--- config.mk ---
export PLATFORM = sky130hd
export DESIGN_NAME = or_rand_sched
export DESIGN_NICKNAME = d
export VERILOG_FILES = /design/src/rtl/or_rand_sched.sv
export SDC_FILE = /design/constraint.sdc
export NUM_CORES = 1
export LEC_CHECK = 0
export BUFFER_PORTS_ARGS = -buffer_cell sky130_fd_sc_hd__buf_2
export CORE_UTILIZATION = 55
export CTS_BUF_LIST = sky130_fd_sc_hd__clkbuf_8
export CTS_CLUSTER_SIZE = 40
export DETAILED_ROUTE_END_ITERATION = 10
export PLACE_DENSITY = 0.88
export SLEW_MARGIN = 10
export SYNTH_ARGS = -nofsm -noshare
export SYNTH_HDL_FRONTEND = slang
export SYNTH_SLANG_ARGS = --single-unit
--- constraint.sdc ---
create_clock -name clk -period 1.9 [get_ports clk]
set_input_delay 0.095 -clock clk [delete_from_list [all_inputs] [get_ports clk]]
set_output_delay 0.095 -clock clk [all_outputs]
set_load 0.01 [all_outputs]
--- src/rtl/or_rand_sched.sv ---
// Kicks a bank of or_rand generators together, captures each result into a slot and drains the
// slots round-robin over one valid/ready port. Optional OR_SCHED_TIMEOUT_EN adds a capture timeout.
module or_rand_sched #(
  parameter int NREP    = 4,
  parameter int TIMEOUT = 64,
  parameter int OPT_W   = 16
) (
  input  logic                      clk,
  input  logic                      reset,
  input  logic                      start,
  input  logic [NREP-1:0]           rep_en,
  output logic                      busy,
  output logic                      done,
  output logic [NREP-1:0]           rand_run,
  output logic [NREP-1:0]           rand_opt_en,
  input  logic [NREP-1:0]           rand_ready,
  input  logic [NREP*OPT_W-1:0]     rand_opt,
  output logic                      o_valid,
  input  logic                      o_ready,
  output logic [OPT_W-1:0]          o_opt,
  output logic [$clog2(NREP)-1:0]   o_rep,
  output logic                      err
);

  localparam int RW = $clog2(NREP);

  localparam logic [1:0] S_IDLE    = 2'd0;
  localparam logic [1:0] S_KICK    = 2'd1;
  localparam logic [1:0] S_COLLECT = 2'd2;
  localparam logic [1:0] S_DRAIN   = 2'd3;

  logic [1:0]      state_q, state_d;
  logic [NREP-1:0] en_q, en_d;
  logic [NREP-1:0] pending_q, pending_d;
  logic [NREP-1:0] wait_q, wait_d;
  logic [NREP-1:0] full_q, full_d;
  logic [NREP-1:0] cap;
  logic [OPT_W-1:0] slot_q [NREP];
  logic [RW-1:0]   rr_q, rr_d, gnt_idx, rep_q;
  logic [OPT_W-1:0] opt_q;
  logic            gnt_found, adv, tmo;
  logic            busy_q, busy_d, done_q, done_d, valid_q, valid_d;

`ifdef OR_SCHED_TIMEOUT_EN
  localparam int CW = $clog2(TIMEOUT + 1);
  logic [CW-1:0] cnt_q;
  logic          err_q;

  // All replicas are kicked in the same cycle, so one shared counter tracks every pending slot.
  assign tmo = (state_q == S_COLLECT) && (cnt_q == CW'(TIMEOUT - 1));

  always_ff @(posedge clk) begin
    if (reset) begin
      cnt_q <= '0;
      err_q <= 1'b0;
    end else begin
      if (state_q == S_KICK) cnt_q <= '0;
      else if (state_q == S_COLLECT && !tmo) cnt_q <= cnt_q + CW'(1);
      if (state_q == S_IDLE && start) err_q <= 1'b0;
      else if (tmo && |(pending_q & ~cap)) err_q <= 1'b1;
    end
  end
  assign err = err_q;
`else
  assign tmo = 1'b0;
  assign err = 1'b0;
`endif

  // A slot captures on the first ready after ready has been seen low since the kick.
  assign cap = pending_q & wait_q & rand_ready;
  assign adv = !valid_q || o_ready;

  always_comb begin
    gnt_found = 1'b0;
    gnt_idx   = '0;
    for (int k = 0; k < NREP; k++) begin
      if (!gnt_found && full_q[(int'(rr_q) + k) % NREP]) begin
        gnt_found = 1'b1;
        gnt_idx   = RW'((int'(rr_q) + k) % NREP);
      end
    end
  end

  always_comb begin
    state_d   = state_q;
    en_d      = en_q;
    pending_d = pending_q & ~cap;
    wait_d    = wait_q | (pending_q & ~rand_ready);
    full_d    = full_q | cap;
    rr_d      = rr_q;
    busy_d    = busy_q;
    done_d    = 1'b0;
    valid_d   = valid_q;

    if (tmo) pending_d = '0;

    if (adv) begin
      if (gnt_found) begin
        valid_d         = 1'b1;
        full_d[gnt_idx] = 1'b0;
        rr_d            = (gnt_idx == RW'(NREP - 1)) ? '0 : gnt_idx + RW'(1);
      end else begin
        valid_d = 1'b0;
      end
    end

    case (state_q)
      S_IDLE: begin
        if (start) begin
          en_d = rep_en;
          if (rep_en == '0) begin
            done_d = 1'b1;
          end else begin
            busy_d  = 1'b1;
            state_d = S_KICK;
          end
        end
      end
      S_KICK: begin
        pending_d = en_q;
        wait_d    = '0;
        state_d   = S_COLLECT;
      end
      S_COLLECT: begin
        if (pending_q == '0) state_d = S_DRAIN;
      end
      S_DRAIN: begin
        if (full_q == '0 && adv) begin
          done_d  = 1'b1;
          busy_d  = 1'b0;
          state_d = S_IDLE;
        end
      end
      default: state_d = S_IDLE;
    endcase
  end

  always_ff @(posedge clk) begin
    if (reset) begin
      state_q   <= S_IDLE;
      en_q      <= '0;
      pending_q <= '0;
      wait_q    <= '0;
      full_q    <= '0;
      rr_q      <= '0;
      busy_q    <= 1'b0;
      done_q    <= 1'b0;
      valid_q   <= 1'b0;
      opt_q     <= '0;
      rep_q     <= '0;
    end else begin
      state_q   <= state_d;
      en_q      <= en_d;
      pending_q <= pending_d;
      wait_q    <= wait_d;
      full_q    <= full_d;
      rr_q      <= rr_d;
      busy_q    <= busy_d;
      done_q    <= done_d;
      valid_q   <= valid_d;
      if (adv && gnt_found) begin
        opt_q <= slot_q[gnt_idx];
        rep_q <= gnt_idx;
      end
    end
  end

  always_ff @(posedge clk) begin
    for (int i = 0; i < NREP; i++) begin
      if (cap[i]) slot_q[i] <= rand_opt[i*OPT_W +: OPT_W];
    end
  end

  assign busy        = busy_q;
  assign done        = done_q;
  assign rand_run    = {NREP{state_q == S_KICK}};
  assign rand_opt_en = en_q;
  assign o_valid     = valid_q;
  assign o_opt       = opt_q;
  assign o_rep       = rep_q;

endmodule
# --- Word level (Yosys, flattened, before mapping) ---
# Memories as Yosys holds them, arrays and structs flattened. A register that Yosys moved wholly into a read port is not among the register bits.
# Index checks and enable logic that the tools add are counted.
op_classes:
  n_addsub: 4
  order_cmp: 6
  eq_ne: 8
  muxes: 47
  n_bitwise: 13
  n_reduce_logical: 24
op_table:
  columns: ["operator", "n"]
  rows:
  - ["1-bit two-way mux", 27]
  - ["4-bit bitwise AND", 5]
  - ["2-bit two-way mux", 9]
  - ["4-bit zero test", 3]
  - ["3-bit by 4-bit less-than comparator with 1-bit output (second input constant)", 3]
  - ["4-bit two-way mux", 3]
  - ["4-bit NOT", 3]
  - ["1-bit binary-select mux with 2-bit select", 4]
  - ["2-bit != test (second input constant)", 4]
  - ["4-bit OR", 2]
  - ["2-bit case mux with 4 select lines", 1]
  - ["4-bit AND reduction", 2]
  - ["2-bit OR reduction", 4]
  - ["2-bit == test (second input constant)", 3]
  - ["1-bit logical AND", 6]
  - ["2-bit by 3-bit less-than comparator with 1-bit output (second input constant)", 2]
  - ["2-bit by 1-bit adder with 2-bit output (second input constant)", 2]
  - ["2-bit adder (second input constant)", 2]
  - ["1-bit zero test", 4]
  - ["1-bit case mux with 2 select lines", 2]
  - ["2-bit AND reduction", 2]
  - ["1-bit bitwise AND (first input constant)", 3]
  - ["1-bit demux with 2-bit select", 1]
  - ["2-bit by 1-bit == test with 1-bit output (second input constant)", 1]
  - ["4 further kinds", 4]
word_totals:
  regBits: 25
  mem_bits_rw: 64
  inputBits: 76
  mem_count: 1
mem_list:
  columns: ["memory", "depth", "word_bits", "rd", "rd_ports_with_merged_regs", "wr", "line", "source"]
  rows:
  - ["slot_q", 4, 16, 1, 1, 4, "38", "logic [OPT_W-1:0] slot_q [NREP];"]

# --- Longest topological paths before layout ---
# Gate-level depths: netlist (run 1).
depth:
  word_depth: 22
  depth_mapped: 9
  ltp_nobuf: 7

# --- Worst setup path before layout (run 1) ---
# Ideal clock, no wire load.
synth_path:
  path_kind: "reg-to-reg"
  startpoint: "reg rr_q[1]"
  endpoint: "reg rr_q[0]"
  setup_ps: 71
  t_arrival_ps: 1697
  required_time_ps: 1829
  path_slack_ps: 132
  stages_incl_launch_ff: 10
  cell_sequence: "dfxtp_1 > buf_6 > nand2b_1 > a21oi_1 > or3_1 > buf_6 > inv_1 > ha_1 > or3_1 > a21oi_1"
synth_via:
  elab_chain_cells: 14
  elab_cells_between_ends: 32
  cone_classes: "add/sub: 4; eq/ne: 1; mux: 20; reduce/logical: 7"
synth_rtl:
  columns: ["element", "line", "source"]
  rows:
  - ["start: declaration", "39", "logic [RW-1:0] rr_q, rr_d, gnt_idx, rep_q;"]
  - ["start signal: assignment", "157", "rr_q <= rr_d;"]
  - ["2-bit by 1-bit adder with 2-bit output / 1-bit binary-select mux with 2-bit select (equally long branches)", "77, 79", null]
  - ["1-bit binary-select mux with 2-bit select / 1-bit two-way mux (equally long branches)", "77", "if (!gnt_found && full_q[(int'(rr_q) + k) % NREP]) begin"]
  - ["1-bit two-way mux (implied by the code)", "77", null]
  - ["1-bit two-way mux (implied by the code) / 1-bit zero test (equally long branches)", "77", null]
  - ["1-bit logical AND", "77", null]
  - ["1-bit two-way mux", "77", null]
  - ["1-bit zero test", "77", null]
  - ["1-bit logical AND", "77", null]
  - ["1-bit two-way mux", "77", null]
  - ["1-bit zero test", "77", null]
  - ["1-bit logical AND", "77", null]
  - ["2-bit two-way mux", "77", null]
  - ["2-bit by 1-bit adder with 2-bit output / 2-bit == test (equally long branches)", "101", "rr_d = (gnt_idx == RW'(NREP - 1)) ? '0 : gnt_idx + RW'(1);"]
  - ["2-bit two-way mux", "101", null]
# Parallel ways exist; a longest one is shown, timed or not. The select of a mux whose other input is x is not followed.
# A chain may end at the register's enable or synchronous reset.

# --- Worst setup path in the final report (run 1) ---
layout_path:
  startpoint: "reg full_q[0]"
  endpoint: "reg opt_q[3] (netlist: o_opt[3]) (read register of slot_q)"
layout_via:
  elab_chain_cells: 13
  elab_cells_between_ends: 26
  cone_classes: "mux: 19; reduce/logical: 7"
layout_rtl:
  columns: ["element", "line", "source"]
  rows:
  - ["start: declaration", "36", "logic [NREP-1:0] full_q, full_d;"]
  - ["start signal: assignment", "156", "full_q <= full_d;"]
  - ["1-bit binary-select mux with 2-bit select", "77", null]
  - ["1-bit two-way mux (implied by the code)", "77", null]
  - ["1-bit two-way mux", "77", null]
  - ["1-bit zero test", "77", null]
  - ["1-bit logical AND", "77", null]
  - ["1-bit two-way mux", "77", null]
  - ["1-bit zero test", "77", null]
  - ["1-bit logical AND", "77", null]
  - ["1-bit two-way mux", "77", null]
  - ["1-bit zero test", "77", null]
  - ["1-bit logical AND", "77", null]
  - ["1-bit two-way mux", "77", null]
  - ["1-bit logical AND", "161", "if (adv && gnt_found) begin"]
  - ["end: declaration", "40", "logic [OPT_W-1:0] opt_q;"]
# Parallel ways exist; a longest one is shown, timed or not. The select of a mux whose other input is x is not followed.

==> summary.md, run 1 <==
| Metric | Value |
|---|---|
| Outcome | `completed` |
| Initial Util | `57.1%` |
| Hold Crit Class | `in2reg` |
| Share of layout cells above drive strength 1 | `a little under a third` |
| FILL cells | `~460` |
| Flops & latches, synth | `between 100 and 150` |
| Pre-antenna DRT Iters | `5` |
| Syn Area/Cell | `13.6 µm²` |
| Crit path required time | `2.16 ns` |
| Sequential element share of the synthesized area | `65.9%` |
| Clock Tree Root | `clkbuf_8` |
| Core box area | `between 7000 and 8000 µm²` |
| Die Ht | `about 90 µm` |
| Final routed DRC violation total | `0` |
| PnR Total Power | `around 4.5 mW` |
| Routed Wire Length | `roughly 11000 µm` |
| Hold slack | `~0.024 ns` |
| Synth async-reset ratio | `0%` |
| Minimum clock period | `approximately 1.9 ns` |
| H-tree depth | `3` |
| Yosys top cell area share | `46.2%` |
| DPL Wire Length | `between 6000 and 7000 µm` |
| Global-route wire length before repair | `15900 µm` |
| RSZ-0062 raised after global routing | `true` |
| Largest net degree at the start of global routing | `38` |
| Critical Path Source Type | `flop` |
| Setup violators final | `0` |
| Worst-margin pin slew | `between 0.5 and 0.6 ns` |
| Setup crit end kind | `flop` |
| Final setup TNS | `0 ns` |
| Layout Utilization | `roughly four fifths` |
| GR Overflow Total | `0` |
| Skew final | `about 0.014 ns` |
| PortBufs | `between 100 and 150` |
| CTS Sinks | `105` |
| Synth area leader | `edfxtp_1` |
| Initial DRC Count | `213` |
| All-Layer GR Usage | `between 20% and 30%` |
| Max-cap viol count | `0` |
| WL per Instance | `about 19 µm` |
| Rel. slew slack | `61.9%` |
| Total die area | `about 8000 µm²` |
| CTS Buffer Depth | `2` |
| Fin area | `5710 µm²` |
| Fmax | `roughly 540 MHz` |
| Placed cell areas | `around 4800 µm²` |
| Number of global-route vias before repair | `3310` |
| CP Max Fanout | `8` |
| IO Pins | `around 110` |
| Register Area | `roughly 2700 µm²` |
| Top post-synthesis cells by area | `edfxtp_1 (46%), dfxtp_1 (20%), mux2i_1 (7.9%)` |
| Library cells used by synthesis | `38` |
| CTS Buf Count | `9` |
| Setup Buffers After CTS | `0` |
| TritonCTS clock tree | `yes` |
| Clk_lat worst skew | `0.36 ns` |
| PwrDens | `between 700 and 800 nW/µm²` |
| Die X-Extent | `~89 µm` |
| Ys Warns | `0` |
| Final Cycle Share | `between 90% and 100%` |
| Worst-path clk slew | `~0.10 ns` |
| Final hold vios | `0` |
| Primary FF master, synth | `edfxtp_1` |
| Post-synth EDFFs | `64` |
| Antenna viol nets, final | `0` |
| Max Slew Vio Count | `0` |
| Syn nets | `390` |
| Area of the multi-input gates | `1280 µm²` |
| Row cnt | `31` |
| Peak VDD IR | `approximately 0.47 mV` |
| LEAKAGE | `2.48 nW` |
| Vias per std cell | `approximately 5.4` |
| GPL Wtd Cong | `approximately 0.9` |
| ANT cells | `0` |
| Syn Std Cell Area | `4160 µm²` |
| Critical path class | `reg2reg` |
| Initial antenna violation count | `0` |
| Syn-to-layout area delta | `37.3%` |
| Via count | `between 3000 and 4000` |
| Crit path arrival time | `~2.1 ns` |
| Layout Nets | `between 500 and 600` |
| Cells after Synth | `between 300 and 400` |
==> per-stage QoR <==
stage / instances / setup WS [ns]
final: 586 / 0.0345
after global routing: 586 / -0.0552
after CTS: 586 / 0.0493
after detailed placement: 503 / -0.0496
after global placement: 503 / 0.0473
after floorplan: 307 / 0.132
==> timing repair <==
item / in CTS / in global routing
hold endpoints to repair: 67 / 0
pin swaps: 0 / 0
hold buffers: 67 / 0
gates resized for setup: 4 / 7
endpoints found under the setup margin: 9 / 11
==> metal layers <==
| layer | up-vias | part of all wire (%) | GRT usage, % |
|---|---|---|---|
| li1 | 1496 | - | - |
| met1 | 1498 | 37 | 29.7 |
| met2 | 155 | 52 | 51.5 |
| met3 | 35 | 6.6 | 7.76 |
| met4 | 0 | 3.9 | 14.7 |
| met5 | - | 0 | 0 |
==> cell usage after synthesis, types with 2 or more instances <==
master	instances
nand2_1	17
nor2_1	20
a211oi_1	5
ha_1	7
or3_1	4
inv_1	11
a21oi_1	20
a221oi_1	6
nand2b_1	2
nand3b_1	10
mux2i_1	33
nor3_1	6
buf_4	4
and3_1	4
o221ai_1	9
nand3_1	4
clkbuf_1	6
buf_6	7
buf_2	2
dfxtp_1	41
edfxtp_1	64
nor2b_1	2
o21bai_1	6
o21ai_0	2
nor3b_1	2
==> sequential cells by signal, indices dropped and copies added (netlist names) <==
signal       flops
busy             1
done             1
full_q           4
o_opt           16
o_rep            2
o_valid          1
pending_q        4
rand_opt_en      4
rr_q             2
slot_q          64
state_q          2
wait_q           4
==> placed cells by master, fill, tap and decap left out, types with 2 or more instances in the layout <==
cell / synthesis / final
nand2b_1: 2 / 2
inv_6: 0 / 2
clkinv_4: 0 / 3
nand3b_1: 10 / 10
a21oi_1: 20 / 20
o21ai_0: 2 / 2
nor3_1: 6 / 6
dlygate4sd3_1: 0 / 67
buf_12: 0 / 2
edfxtp_1: 64 / 64
or3_4: 0 / 3
buf_4: 4 / 11
and3_1: 4 / 4
o21bai_1: 6 / 6
inv_1: 11 / 11
o221ai_1: 9 / 8
nor2b_1: 2 / 2
nor2_1: 20 / 19
clkbuf_8: 0 / 9
dfxtp_1: 41 / 40
nor3b_1: 2 / 2
nand2_1: 17 / 17
ha_1: 7 / 7
a211oi_1: 5 / 5
buf_2: 2 / 104
nand3_1: 4 / 4
mux2i_1: 33 / 31
a221oi_1: 6 / 5
mux2i_4: 0 / 2
==> critical path: stages, from the launching register on <==
cell,delay (ns)
dfxtp_1,0.37
or4_4,0.56
nand2b_1,0.36
nor2_2,0.19
a221oi_1,0.30
==> power by group <==
part | total, mW | switching (mW) | internal, mW
clock | 1.39 | 0.767 | 0.624
combinational | 0.636 | 0.322 | 0.315
sequential | 2.51 | 0.0444 | 2.47
==> layout make-up <==
type                       count  area share, %
clock buffer                   9           2.17
clock inverter                 7           1.38
inverter                      11          0.723
multi-input combinational    171           22.5
sequential                   105           48.0
tap                           99           2.17
timing repair buffer         184           23.0
==> kinds of logic (layout without fill, tap and decap cells) <==
family          after synthesis  after routing  synth area share (%)
flops                       105            105                  65.9
buf+inv                      31            211                  4.51
fa+ha+maj                     7              7                  2.11
compound gates               56             56                  10.3
simple gates                 74             74                  9.14
mux                          33             33                  7.94
other cells                   1              1                0.0901
==> worst paths after layout <==
path              from        endpoint  slack [ns]  cells past startpoint
min          rep_en[1]  rand_opt_en[1]        0.02                      3
max          full_q[0]        o_opt[3]        0.03                      4
max reg2reg  full_q[0]        o_opt[3]        0.03                      4
min reg2reg   o_rep[0]        o_rep[0]        0.47                      2
No activity file was read; power rests on OpenSTA's default activity.
==> run 2: changes to the inputs <==
--- a/config.mk
+++ b/config.mk
@@ -6,11 +6,12 @@
 export NUM_CORES = 1
 export LEC_CHECK = 0
 export BUFFER_PORTS_ARGS = -buffer_cell sky130_fd_sc_hd__buf_2
-export CORE_UTILIZATION = 55
+export CORE_MARGIN = 2
+export CORE_UTILIZATION = 49
 export CTS_BUF_LIST = sky130_fd_sc_hd__clkbuf_8
 export CTS_CLUSTER_SIZE = 40
 export DETAILED_ROUTE_END_ITERATION = 10
-export PLACE_DENSITY = 0.88
+export PLACE_DENSITY = 0.84
 export SLEW_MARGIN = 10
 export SYNTH_ARGS = -nofsm -noshare
 export SYNTH_HDL_FRONTEND = slang
==> constraint.sdc (replaced) <==
create_clock -name clk -period 1.7 [get_ports clk]
set_input_delay 0.085 -clock clk [delete_from_list [all_inputs] [get_ports clk]]
set_output_delay 0.085 -clock clk [all_outputs]
set_load 0.01 [all_outputs]
==> summary.md, run 2 (synthesized netlist as in run 1, its figures left out) <==
| Metric | Value |
|---|---|
| Worst R2R Setup Slack | `-0.15 ns (was 0.03 ns)` |
| Largest net degree at the start of global routing | `38 (unchanged)` |
| Setup violators final | `20 (was 0)` |
| Worst-path clk slew | `0.09 ns (was 0.10 ns)` |
| FILL cells | `531 (was 457)` |
| Layout Nets | `587 (was 565)` |
| Crit path arrival time | `2.08 ns (was 2.13 ns)` |
| Initial antenna violation count | `0 (unchanged)` |
| Minimum clock period | `1.85 ns (was 1.87 ns)` |
| GPL Wtd Cong | `0.748 (was 0.921)` |
| Hold Crit Class | `in2reg (unchanged)` |
| Violated checks | `setup timing` |
| Final setup TNS | `-2.03 ns (was 0 ns)` |
| Row cnt | `33 (was 31)` |
| Routed Wire Length | `11100 µm (was 10900 µm)` |
| Reg2Reg Depth | `7 (was 4)` |
| Final Cycle Share | `109% (was 98.2%)` |
| Crit path required time | `1.93 ns (was 2.16 ns)` |
| Hold slack | `0.0449 ns (was 0.0236 ns)` |
| GR Overflow Total | `0 (unchanged)` |
| Final routed DRC violation total | `0 (unchanged)` |
| Pre-antenna DRT Iters | `5 (unchanged)` |
| Non-filler instance count after layout | `615 (was 586)` |
| Hold_sp | `start (was rep_en[1])` |
| CP Max Fanout | `9 (was 8)` |
| Max reg flops | `64 (unchanged)` |
| Crit-path most repeated cell | `buf_12` |
| PortBufs | `104 (unchanged)` |
| Vias per std cell | `5.38 (was 5.43)` |
| H-tree depth | `3 (unchanged)` |
| Top Layer Used | `met4 (unchanged)` |
| Share of layout cells above drive strength 1 | `38.7% (was 30.2%)` |
| Peak VDD IR | `0.716 mV (was 0.467 mV)` |
| Outcome | `finished, violations left (was completed)` |
| IO Pins | `106 (unchanged)` |
| Fmax | `541 MHz (was 536 MHz)` |
| CTS Buffer Depth | `2 (unchanged)` |
| CP max stage delay | `0.39 ns (was 0.56 ns)` |
| Syn-to-layout area delta | `45.9% (was 37.3%)` |
| Final hold vios | `0 (unchanged)` |
| Via count | `3310 (was 3184)` |
| Commonest non-fill, non-tap cells in the layout | `buf_2 (104), dlygate4sd3_1 (68), edfxtp_1 (64) (was buf_2 (104), dlygate4sd3_1 (67), edfxtp_1 (64))` |
| Slowest CP cell | `dfxtp_4 (was or4_4)` |
| PwrDens | `836 nW/µm² (was 795 nW/µm²)` |
| All-Layer GR Usage | `23.2% (was 28.2%)` |
| Clk_lat worst skew | `0.36 ns (about the same)` |
| CP startpoint | `rr_q[1] (was full_q[0])` |
| TritonCTS clock tree | `yes (unchanged)` |
| Final WS setup | `-0.149 ns (was 0.0345 ns)` |
| Initial Util | `50.6% (was 57.1%)` |
| CP Cell Sequence | `mux2i_2 > nor2_2 > or3_4 > buf_12 > buf_12 > mux2i_1 > o221ai_1 (was or4_4 > nand2b_1 > nor2_2 > a221oi_1)` |
| Die Ht | `96.1 µm (was 89.0 µm)` |
| RSZ-0062 raised after global routing | `true (unchanged)` |
| Pre-CTS setup slack | `-0.253 ns (was -0.0496 ns)` |
| Max Slew Vio Count | `0 (unchanged)` |
| Die X-Extent | `96.1 µm (was 89.0 µm)` |
| Largest Register | `slot_q (unchanged)` |
| FF-to-FF End | `o_opt[14] (was o_opt[3])` |
| Worst flop-to-flop path startpoint | `rr_q[1] (was full_q[0])` |
| LEAKAGE | `2.62 nW (was 2.48 nW)` |
| Metal2 WL | `5580 µm (was 5670 µm)` |
| PnR Total Power | `5.07 mW (was 4.54 mW)` |
| Cells after DPL | `516 (was 503)` |
| Initial DRC Count | `157 (was 213)` |
| Critical Path Source Type | `flop (unchanged)` |
| Total die area | `9240 µm² (was 7920 µm²)` |
| CTS Sinks | `105 (unchanged)` |
| Skew final | `0.00541 ns (was 0.0144 ns)` |
| CTS Buf Count | `9 (unchanged)` |
| Area of the multi-input gates | `1440 µm² (was 1280 µm²)` |
| Metal3 WL | `738 µm (was 722 µm)` |
| Antenna viol nets, final | `0 (unchanged)` |
| Global-route wire length before repair | `15800 µm (was 15900 µm)` |
| WL per Instance | `18.0 µm (was 18.6 µm)` |
| Max-cap viol count | `0 (unchanged)` |
| Setup crit end kind | `flop (unchanged)` |
| Register Area | `2760 µm² (was 2740 µm²)` |
| Commonest non-fill, non-tap cell in the layout | `buf_2 (unchanged)` |
| Clock Tree Root | `clkbuf_8 (unchanged)` |
| Core box area | `8220 µm² (was 7290 µm²)` |
| Critical path class | `reg2reg (unchanged)` |
| Number of global-route vias before repair | `3297 (was 3310)` |
| Critical Path Sink | `o_opt[14] (was o_opt[3])` |
| DPL Wire Length | `6520 µm (was 6550 µm)` |
| Metal-1 WL | `4510 µm (was 4080 µm)` |
[run 2: cell count changes in the layout (fill, tap and decap cells not counted), sizes merged]
cell	delta
buf	+17
clkbuf	+2
clkinv	-1
diode	+1
dlygate4sd3	+1
o221a	+1
or3	+2
[run 2: worst max-delay path: cells and delay by family, from the launching register on]
family	cells	cell delay, ns
multiplexers	2	0.44
AND/OR/NAND/NOR	2	0.44
flip-flops	1	0.39
buffers and inverters	2	0.30
AO/OA/AOI/OAI	1	0.15
[run 2: repair_timing]
action | CTS | global route
endpoints found under the hold margin | 68 | 0
gates resized for setup | 27 | 29
pin swaps | 12 | 7
cloned | 2 | 2
setup endpoints to repair | 22 | 28
buffers inserted | 6 | 4
hold buffers | 68 | 0
[run 2: how the worst min path moves through the flow]
stage / end / slack (ns) / cells past startpoint
floorplan: slot_q[0][0] / 0.18 / 0
global placement: slot_q[0][9] / 0.26 / 1
detailed placement: slot_q[0][5] / 0.26 / 1
CTS: rand_opt_en[3] / 0.03 / 3
global route: rand_opt_en[3] / 0.04 / 3
finish: rand_opt_en[3] / 0.04 / 3
[run 2: stage by stage]
step	instance area [µm²]	util, %
6_report	6070	73.9
5_1_grt	6070	73.8
4_1_cts	5890	71.7
3_5_place_dp	4840	58.9
3_3_place_gp	4840	58.9
2_1_floorplan	4170	-
[run 2: area by class of cell]
cell class | instances | share of cell area [%]
Timing Repair Buffer | 203 | 24.8
Sequential cell | 105 | 45.4
Inverter | 11 | 0.722
Clock inverter | 6 | 0.948
Antenna cell | 1 | 0.0412
Tap cell | 105 | 2.16
Clock buffer | 10 | 2.27
Multi-Input combinational cell | 174 | 23.7
[run 2: metal layers]
metal,GRT usage [%],vias up
li1,-,1548
met1,27.2,1593
met2,41.1,145
met3,6.97,24
met4,6.31,0
met5,0,-
[run 2: power breakdown]
part | internal [mW] | total, mW | switching [mW]
clock network | 0.714 | 1.52 | 0.806
logic | 0.372 | 0.746 | 0.374
registers | 2.75 | 2.81 | 0.0538
total | 3.84 | 5.07 | 1.23
